$ cat src/rtl/lc3_memory_ready_ctrl.sv
`timescale 1ns/1ps
// LC-3 memory access controller: sequences a fixed-latency memory access and produces the R bit.
// Define LC3_MMIO_EN to decode the xFExx page to the keyboard/display device registers.
module lc3_memory_ready_ctrl #(
  parameter int WAIT_CYCLES = 4,
  parameter int ADDR_W      = 16,
  parameter int DATA_W      = 16
) (
  input  logic              i_clk,
  input  logic              i_Reset_n,
  input  logic              i_MIO_EN,
  input  logic              i_R_W,
  input  logic [ADDR_W-1:0] i_MAR,
  input  logic [DATA_W-1:0] i_MDR,
  output logic              o_Ready,
  output logic [DATA_W-1:0] o_mem_data,
  output logic              o_mem_req,
  output logic              o_mem_we,
  output logic [ADDR_W-1:0] o_mem_addr,
  output logic [DATA_W-1:0] o_mem_wdata,
  input  logic [DATA_W-1:0] i_mem_rdata,
  input  logic              i_kbd_valid,
  input  logic [7:0]        i_kbd_data,
  output logic              o_kbd_ack,
  input  logic              i_dsr_ready,
  output logic [7:0]        o_ddr_data,
  output logic              o_ddr_valid
);

  localparam int         WAIT_CL = (WAIT_CYCLES < 1) ? 1 : ((WAIT_CYCLES > 15) ? 15 : WAIT_CYCLES);
  localparam logic [3:0] WAIT_LD = 4'(WAIT_CL);

  typedef enum logic [1:0] {
    IDLE   = 2'd0,
    ACCESS = 2'd1,
    DONE   = 2'd2
  } state_t;

  state_t            state_r;
  logic [3:0]        cnt_r;
  logic              wr_r;
  logic              dev_r;
  logic              abort_r;
  logic              dev_hit_s;
  logic              last_s;
  logic              complete_s;
  logic [DATA_W-1:0] rd_data_s;

  // Final ACCESS cycle; the request completes only if MIO_EN was never seen low.
  assign last_s     = (state_r == ACCESS) && (cnt_r == 4'd1);
  assign complete_s = last_s && !abort_r && i_MIO_EN;

`ifdef LC3_MMIO_EN
  function automatic logic is_dev_page(input logic [ADDR_W-1:0] addr);
    return (addr[ADDR_W-1:8] == (ADDR_W-8)'(8'hFE));
  endfunction

  assign dev_hit_s = is_dev_page(i_MAR);

  // Read-data source: device register file for the xFExx page, memory otherwise
  always_comb begin
    rd_data_s = i_mem_rdata;
    if (dev_r) begin
      case (o_mem_addr[7:0])
        8'h00:   rd_data_s = {i_kbd_valid, {(DATA_W-1){1'b0}}};
        8'h02:   rd_data_s = {{(DATA_W-8){1'b0}}, i_kbd_data};
        8'h04:   rd_data_s = {i_dsr_ready, {(DATA_W-1){1'b0}}};
        default: rd_data_s = {DATA_W{1'b0}};
      endcase
    end else begin
      rd_data_s = i_mem_rdata;
    end
  end

  // Device side effects: KBDR read acknowledge and DDR write, both visible during DONE
  always_ff @(posedge i_clk or negedge i_Reset_n) begin
    if (!i_Reset_n) begin
      o_kbd_ack   <= 1'b0;
      o_ddr_valid <= 1'b0;
      o_ddr_data  <= 8'h00;
    end else begin
      o_kbd_ack   <= complete_s && dev_r && !wr_r && (o_mem_addr[7:0] == 8'h02);
      o_ddr_valid <= complete_s && dev_r &&  wr_r && (o_mem_addr[7:0] == 8'h06);
      if (complete_s && dev_r && wr_r && (o_mem_addr[7:0] == 8'h06)) begin
        o_ddr_data <= o_mem_wdata[7:0];
      end else begin
        o_ddr_data <= o_ddr_data;
      end
    end
  end
`else
  assign dev_hit_s   = 1'b0;
  assign rd_data_s   = i_mem_rdata;
  assign o_kbd_ack   = 1'b0;
  assign o_ddr_valid = 1'b0;
  assign o_ddr_data  = 8'h00;

  logic unused_dev_s;
  assign unused_dev_s = ^{i_kbd_valid, i_kbd_data, i_dsr_ready, dev_r};
`endif

  // Access sequencer: IDLE -> ACCESS -> DONE -> IDLE, with all bus and ready outputs registered
  always_ff @(posedge i_clk or negedge i_Reset_n) begin
    if (!i_Reset_n) begin
      state_r     <= IDLE;
      cnt_r       <= 4'd0;
      wr_r        <= 1'b0;
      dev_r       <= 1'b0;
      abort_r     <= 1'b0;
      o_Ready     <= 1'b0;
      o_mem_data  <= {DATA_W{1'b0}};
      o_mem_req   <= 1'b0;
      o_mem_we    <= 1'b0;
      o_mem_addr  <= {ADDR_W{1'b0}};
      o_mem_wdata <= {DATA_W{1'b0}};
    end else begin
      o_Ready  <= 1'b0;
      o_mem_we <= 1'b0;
      case (state_r)
        IDLE: begin
          o_mem_req <= 1'b0;
          if (i_MIO_EN) begin
            state_r     <= ACCESS;
            o_mem_addr  <= i_MAR;
            o_mem_wdata <= i_MDR;
            wr_r        <= i_R_W;
            dev_r       <= dev_hit_s;
            abort_r     <= 1'b0;
            cnt_r       <= dev_hit_s ? 4'd1 : WAIT_LD;
            o_mem_req   <= !dev_hit_s;
            o_mem_we    <= i_R_W && !dev_hit_s;
          end else begin
            state_r <= IDLE;
          end
        end
        ACCESS: begin
          if (cnt_r == 4'd1) begin
            cnt_r     <= 4'd0;
            abort_r   <= 1'b0;
            o_mem_req <= 1'b0;
            // An abandoned access still finishes on the bus but never raises R.
            if (complete_s) begin
              state_r <= DONE;
              o_Ready <= 1'b1;
              if (!wr_r) begin
                o_mem_data <= rd_data_s;
              end else begin
                o_mem_data <= o_mem_data;
              end
            end else begin
              state_r <= IDLE;
            end
          end else begin
            cnt_r   <= cnt_r - 4'd1;
            abort_r <= abort_r || !i_MIO_EN;
          end
        end
        DONE: begin
          state_r   <= IDLE;
          o_mem_req <= 1'b0;
        end
        default: begin
          state_r   <= IDLE;
          cnt_r     <= 4'd0;
          o_mem_req <= 1'b0;
        end
      endcase
    end
  end

endmodule

$ cat config.mk
export PLATFORM = sky130hd
export DESIGN_NAME = lc3_memory_ready_ctrl
export DESIGN_NICKNAME = d
export VERILOG_FILES = /design/src/rtl/lc3_memory_ready_ctrl.sv
export SDC_FILE = /design/constraint.sdc
export NUM_CORES = 1
export LEC_CHECK = 0
export BUFFER_PORTS_ARGS = -buffer_cell sky130_fd_sc_hd__buf_2
export CELL_PAD_IN_SITES_DETAIL_PLACEMENT = 1
export CELL_PAD_IN_SITES_GLOBAL_PLACEMENT = 1
export CORE_UTILIZATION = 32
export CTS_CLUSTER_SIZE = 12
export DETAILED_ROUTE_END_ITERATION = 7
export GPL_TIMING_DRIVEN = 0
export PLACE_DENSITY = 0.78
export REMOVE_ABC_BUFFERS = 1
export SKIP_LAST_GASP = 1
export SLEW_MARGIN = 5
export SYNTH_ARGS = -nofsm -noshare
export SYNTH_HDL_FRONTEND = slang
export SYNTH_SLANG_ARGS = --single-unit
export TNS_END_PERCENT = 100
$ cat constraint.sdc
create_clock -name i_clk -period 3.6 [get_ports i_clk]
set_clock_uncertainty 0.1 [all_clocks]
set_input_delay 0.72 -clock i_clk [delete_from_list [all_inputs] [get_ports i_clk]]
set_output_delay 0.72 -clock i_clk [all_outputs]
set_load 0.05 [all_outputs]
==> impl_metrics.ini, run 1 <==
[status]
status = complete, no violations

[logic_synthesis]
synth_edf_count = 0
postSynthAreaPerCell_sq_um = 15.0
syn_area_sq_um = 2380
ys_async_sr_fraction = 1.00
yosys.area.top_type_share = 0.621
ys_ff_latch = 59
synth_cells = 159
synth_area_leader_cell = dfrtp_1
ys.warnings.count = 0
synth_commonest_cells = 59 x dfrtp_1, 49 x mux2_2, 10 x buf_4
synthTopCellsByArea = dfrtp_1 62%, mux2_2 23%, buf_4 3.2%, ha_1 1.1%, nor4_4 0.89%
seq_area_frac_synth = 0.621
yosysMostFrequentCell = dfrtp_1
synth_cell_types = 29
synth_top_flop_cell = dfrtp_1

[detailed_routing]
finalWirelength_mm = 4.95
vias = 1699
drtPass1Iterations = 4
drc = 0
first_iter_violations = 36
avgRoutedWirePerCell_microns = 13.3
final_antenna_net_count = 0
vias_per_cell = 4.58

[setup_path]
path_class = register to register
path_cells = inv_1 -> ha_1 -> or3b_1 -> nor4_4 -> mux2_2
cp-end-kind = register
crit_arrival_ps = 2790
crit_fanout = 16
crit_path_start_kind = register
cp.required_ps = 3700
cp_slowest_cell = nor4_4
slowest_delay_ps = 900

[placed_design]
routabilityCongestion = 0.704
pre_cts_ws_ps = 882
numPortBuffers = 102
dpl.cell_count = 356
place_hpwl_mm = 3.83

[grt]
grt_use_total = 0.137
grt_max_degree = 32
grt_pass1_vias = 1709
overflow = 0
grt_pass1_wl_mm = 7.95
antenna_found_initial = 0

[cells_and_area]
stdcell_count = 371
filler_cell_count = 817
area_growth_pct = 34.9
diodes = 0
fin_nets = 332
drive_gt1_frac = 0.632

[clock_network]
cts_hold_buf = 0
cts_inserted_buffers = 9
clockRootBuffer = clkbuf_8
post_cts_resized = 0
cts.sinks = 59
clock_latency_ps = 330
htree_levels = 3
cts_tree = done
clockBufferDepth = 2
cts_setup_buffers = 0
clk_pin_slew_ps = 70

[sta]
slew_violations = 0
fmax_ghz = 0.372
max_slew.worst_pin.slew_ps = 995
grt_setup_unrepaired = false
final-hold-violation-count = 0
layout_min_cycle_time_ps = 2690
slew_headroom = 0.332
fin_crit_sh = 0.747
setup_viol = 0
worst_slack_ps = 909

[floorplan]
die_x_microns = 88.2
die_h_microns = 88.2
start_util = 0.330
row_count = 31
fp.dieArea_sq_um = 7780
coreArea_sq_um = 7210
io_pins = 123

[min_path]
hp-class = input port to async pin

[pwr]
p_leak_nw = 1.59
ir_drop_uv = 498
power-per-cell-area_nw_per_um2 = 1150

[job]
maxCapViolations = 0
## kinds of logic after synthesis
| logic type | after synthesis | share of synthesized area |
|---|---|---|
| AO/OA/AOI/OAI | 12 | 0.0368 |
| adder cells (fa/ha/maj) | 2 | 0.0105 |
| buffers and inverters | 20 | 0.0526 |
| flip-flops | 59 | 0.621 |
| multiplexers | 49 | 0.232 |
| other | 1 | 0.00158 |
| AND/OR/NAND/NOR | 16 | 0.0453 |
## cell type report
cell class	instances	area, sq um	share of cell area
Tap cell	99	124	0.0386
Inverter	3	11.3	0.00351
Multi-Input combinational cell	89	815	0.254
Timing Repair Buffer	106	557	0.174
Clock buffer	11	151	0.0472
Sequential cell	59	1480	0.460
Clock inverter	4	73.8	0.0230
## sequential cells by signal (all words and copies together), names as in the netlist, 2 cells and up
name         flops
state_r          2
o_mem_data      16
cnt_r            4
o_mem_addr      16
o_mem_wdata     16
## per-stage QoR
step	cell area (sq um)	hold WS [ps]	util	total power, W	TNS [ps]
2_1_floorplan	2300	324	-	0.00259	-14010
3_3_place_gp	2930	385	0.406	0.00299	-73540
3_5_place_dp	2980	391	0.413	0.00305	0
4_1_cts	3210	343	0.445	0.00375	0
5_1_grt	3210	391	0.445	0.00390	0
6_report	3210	333	0.445	0.00369	0
## worst paths after layout
check	endpoint	cells after the start	slack, ps	startpoint
min reg2reg	o_mem_addr[0]	1	400	o_mem_addr[0]
min	o_mem_data[11]	1	330	i_Reset_n
max reg2reg	o_mem_data[9]	5	910	cnt_r[1]
min in group i_clk	o_mem_addr[0]	1	400	o_mem_addr[0]
max in group asynchronous	o_mem_addr[2]	2	2460	i_Reset_n
max	o_mem_data[9]	5	910	cnt_r[1]
## per-layer routing
metal  wire length [microns]  part of all wire  vias up  GRT usage
met5                       0                 0        -          0
met4                      75             0.015        0     0.0660
met3                     469             0.095        9     0.0537
met2                    2430              0.49       86      0.225
met1                    1980              0.40      846      0.156
li1                        -                 -      758          -
## power breakdown
group / leakage (nW) / switching, W / total, W / internal (W)
logic: 0.758 / 0.00133 / 0.00186 / 0.000527
clock network: 0.115 / 0.000252 / 0.000675 / 0.000424
registers: 0.714 / 0.000177 / 0.00115 / 0.000978
## critical path, delay by kind of cell, from the launching register on
kind                     cells  cell delay (ps)
AND/OR/NAND/NOR              2             1380
multiplexers                 1              420
flip-flops                   1              410
adder cells (fa/ha/maj)      1              180
buffers and inverters        1               90
## cell usage in the layout, fill, tap and decap left out, types with 2 or more instances in the layout
cell type and count:
dfrtp_1 59, buf_4 2, ha_1 2, buf_2 102, nor3_1 3, clkbuf_8 11, inv_1 3, conb_1 10
mux2_2 49, bufinv_16 2, nand2_1 2, nor2_1 2, o21ai_0 3, nand2b_1 2
(Power assumes the default switching activity.)
==> run 2, diff against run 1 <==
- clock period: 3.6 -> 2.7 ns (I/O delays scaled with it)
==> run 2 against run 1 <==
Against the previous run: non-clock buffer count grew 1; combinational power grew 33%; sequential cell count is the same; clock-buffer cell count is the same; worst hold slack lost 180 ps.
==> impl_metrics.ini, run 2 (synthesis results as in run 1) <==
[setup_path]
crit_fanout = 16
slowest_delay_ps = 480
crit_arrival_ps = 2360
cp-startpoint = cnt_r[1]
r2r_start = cnt_r[1]
cp-end-kind = register
cp.required_ps = 2800
cp_slowest_cell = or3b_1
path_cells = inv_1 -> ha_1 -> or3b_1 -> nor4_4 -> buf_12 -> mux2_2
path_class = register to register
crit_path_start_kind = register

[job]
maxCapViolations = 0

[cells_and_area]
design_area_sq_um = 3230
final_common_cell = buf_2
diodes = 0
drive_gt1_frac = 0.634
layout_common_cells = 102 x buf_2, 59 x dfrtp_1, 49 x mux2_2
stdcell_count = 372
fin_nets = 333
final_util = 0.447
area_growth_pct = 35.8
largestRegisters = o_mem_addr x16, o_mem_data x16, o_mem_wdata x16

[sta]
whs_ps = 157
setup_viol = 0
layout_min_cycle_time_ps = 2260
max_slew.worst_pin.slew_ps = 702
fin_crit_sh = 0.837
slew_headroom = 0.532
setup_tns_ps = 0
slew_violations = 0
final-hold-violation-count = 0
fmax_ghz = 0.443
grt_setup_unrepaired = false

[floorplan]
die_h_microns = 88.2
io_pins = 123
fp.dieArea_sq_um = 7780
start_util = 0.330
die_x_microns = 88.2
row_count = 31
coreArea_sq_um = 7210

[clock_network]
clockBufferDepth = 2
clock_latency_ps = 320
htree_levels = 3
cts_tree = done
clk_pin_slew_ps = 70
cts.sinks = 59
cts_inserted_buffers = 9
post_cts_resized = 0
clockRootBuffer = clkbuf_8

[detailed_routing]
final_antenna_net_count = 0
first_iter_violations = 47
finalWirelength_mm = 4.95
drc = 0
drtPass1Iterations = 4
vias_per_cell = 4.57
avgRoutedWirePerCell_microns = 13.3
vias = 1699

[grt]
overflow = 0
grt_pass1_vias = 1705
grt_use_total = 0.137
antenna_found_initial = 0
grt_pass1_wl_mm = 7.96
grt_max_degree = 32

[pwr]
power-per-cell-area_nw_per_um2 = 1520
p_leak_nw = 1.60
ir_drop_uv = 664

[status]
status = complete, no violations

[placed_design]
routabilityCongestion = 0.704
dpl.cell_count = 356
place_hpwl_mm = 3.83
numPortBuffers = 102
place_area_sq_um = 2980

[min_path]
hp-class = input port to async pin
[run 2: cell count changes in the layout (fill, tap and decap cells not counted), sizes merged]
cell / change
buf: +1
[run 2: path summary, 6_finish.rpt]
check	endpoint	slack, ps	depth (start not counted)
max in group asynchronous	o_mem_addr[2]	1740	2
worst min-delay path	o_mem_data[11]	160	1
worst max register to register	o_mem_data[9]	440	6
min in group i_clk	o_mem_addr[8]	340	2
worst min register to register	o_mem_addr[0]	400	1
worst max-delay path	o_mem_data[9]	440	6
[run 2: area by class of cell]
class / instances / area [sq um]
fillers: 815 / 3990
flip-flops and latches: 59 / 1480
multi-input cells: 89 / 815
repair buffers: 107 / 577
clock buffers: 11 / 151
well taps: 99 / 124
clock inverters: 4 / 73.8
inverters: 3 / 11.3
[run 2: power breakdown]
part           leakage [nW]  switching, W  internal [W]
Clock                 0.115      0.000333      0.000565
Combinational         0.766       0.00178      0.000705
Sequential            0.714      0.000236       0.00130
Total                  1.60       0.00234       0.00257
[run 2: what timing repair did]
action,in CTS,in global routing
hold endpoints to repair,0,0
setup endpoints to repair,16,15
hold buffers,0,0
pin swaps,1,1
setup buffers,0,1
[run 2: stage by stage]
step	setup slack [ps]	total power, W
global route	364	0.00520
floorplan	-1130	0.00345
detailed placement	-18.1	0.00407
global placement	-2750	0.00399
finish	441	0.00492
CTS	56.2	0.00500
[run 2: layer usage]
metal  vias up  wire length (microns)  GRT usage
met5         -                      0          0
met2        86                   2440      0.225
li1        758                      -          -
met3         9                    461     0.0537
met1       846                   1980      0.156
met4         0                     75     0.0660
[run 2: critical path, delay by kind of cell, from the launching register on]
kind                     cells  cell delay (ps)
multiplexers                 1              340
flip-flops                   1              410
buffers and inverters        2              280
AND/OR/NAND/NOR              2              830
adder cells (fa/ha/maj)      1              180
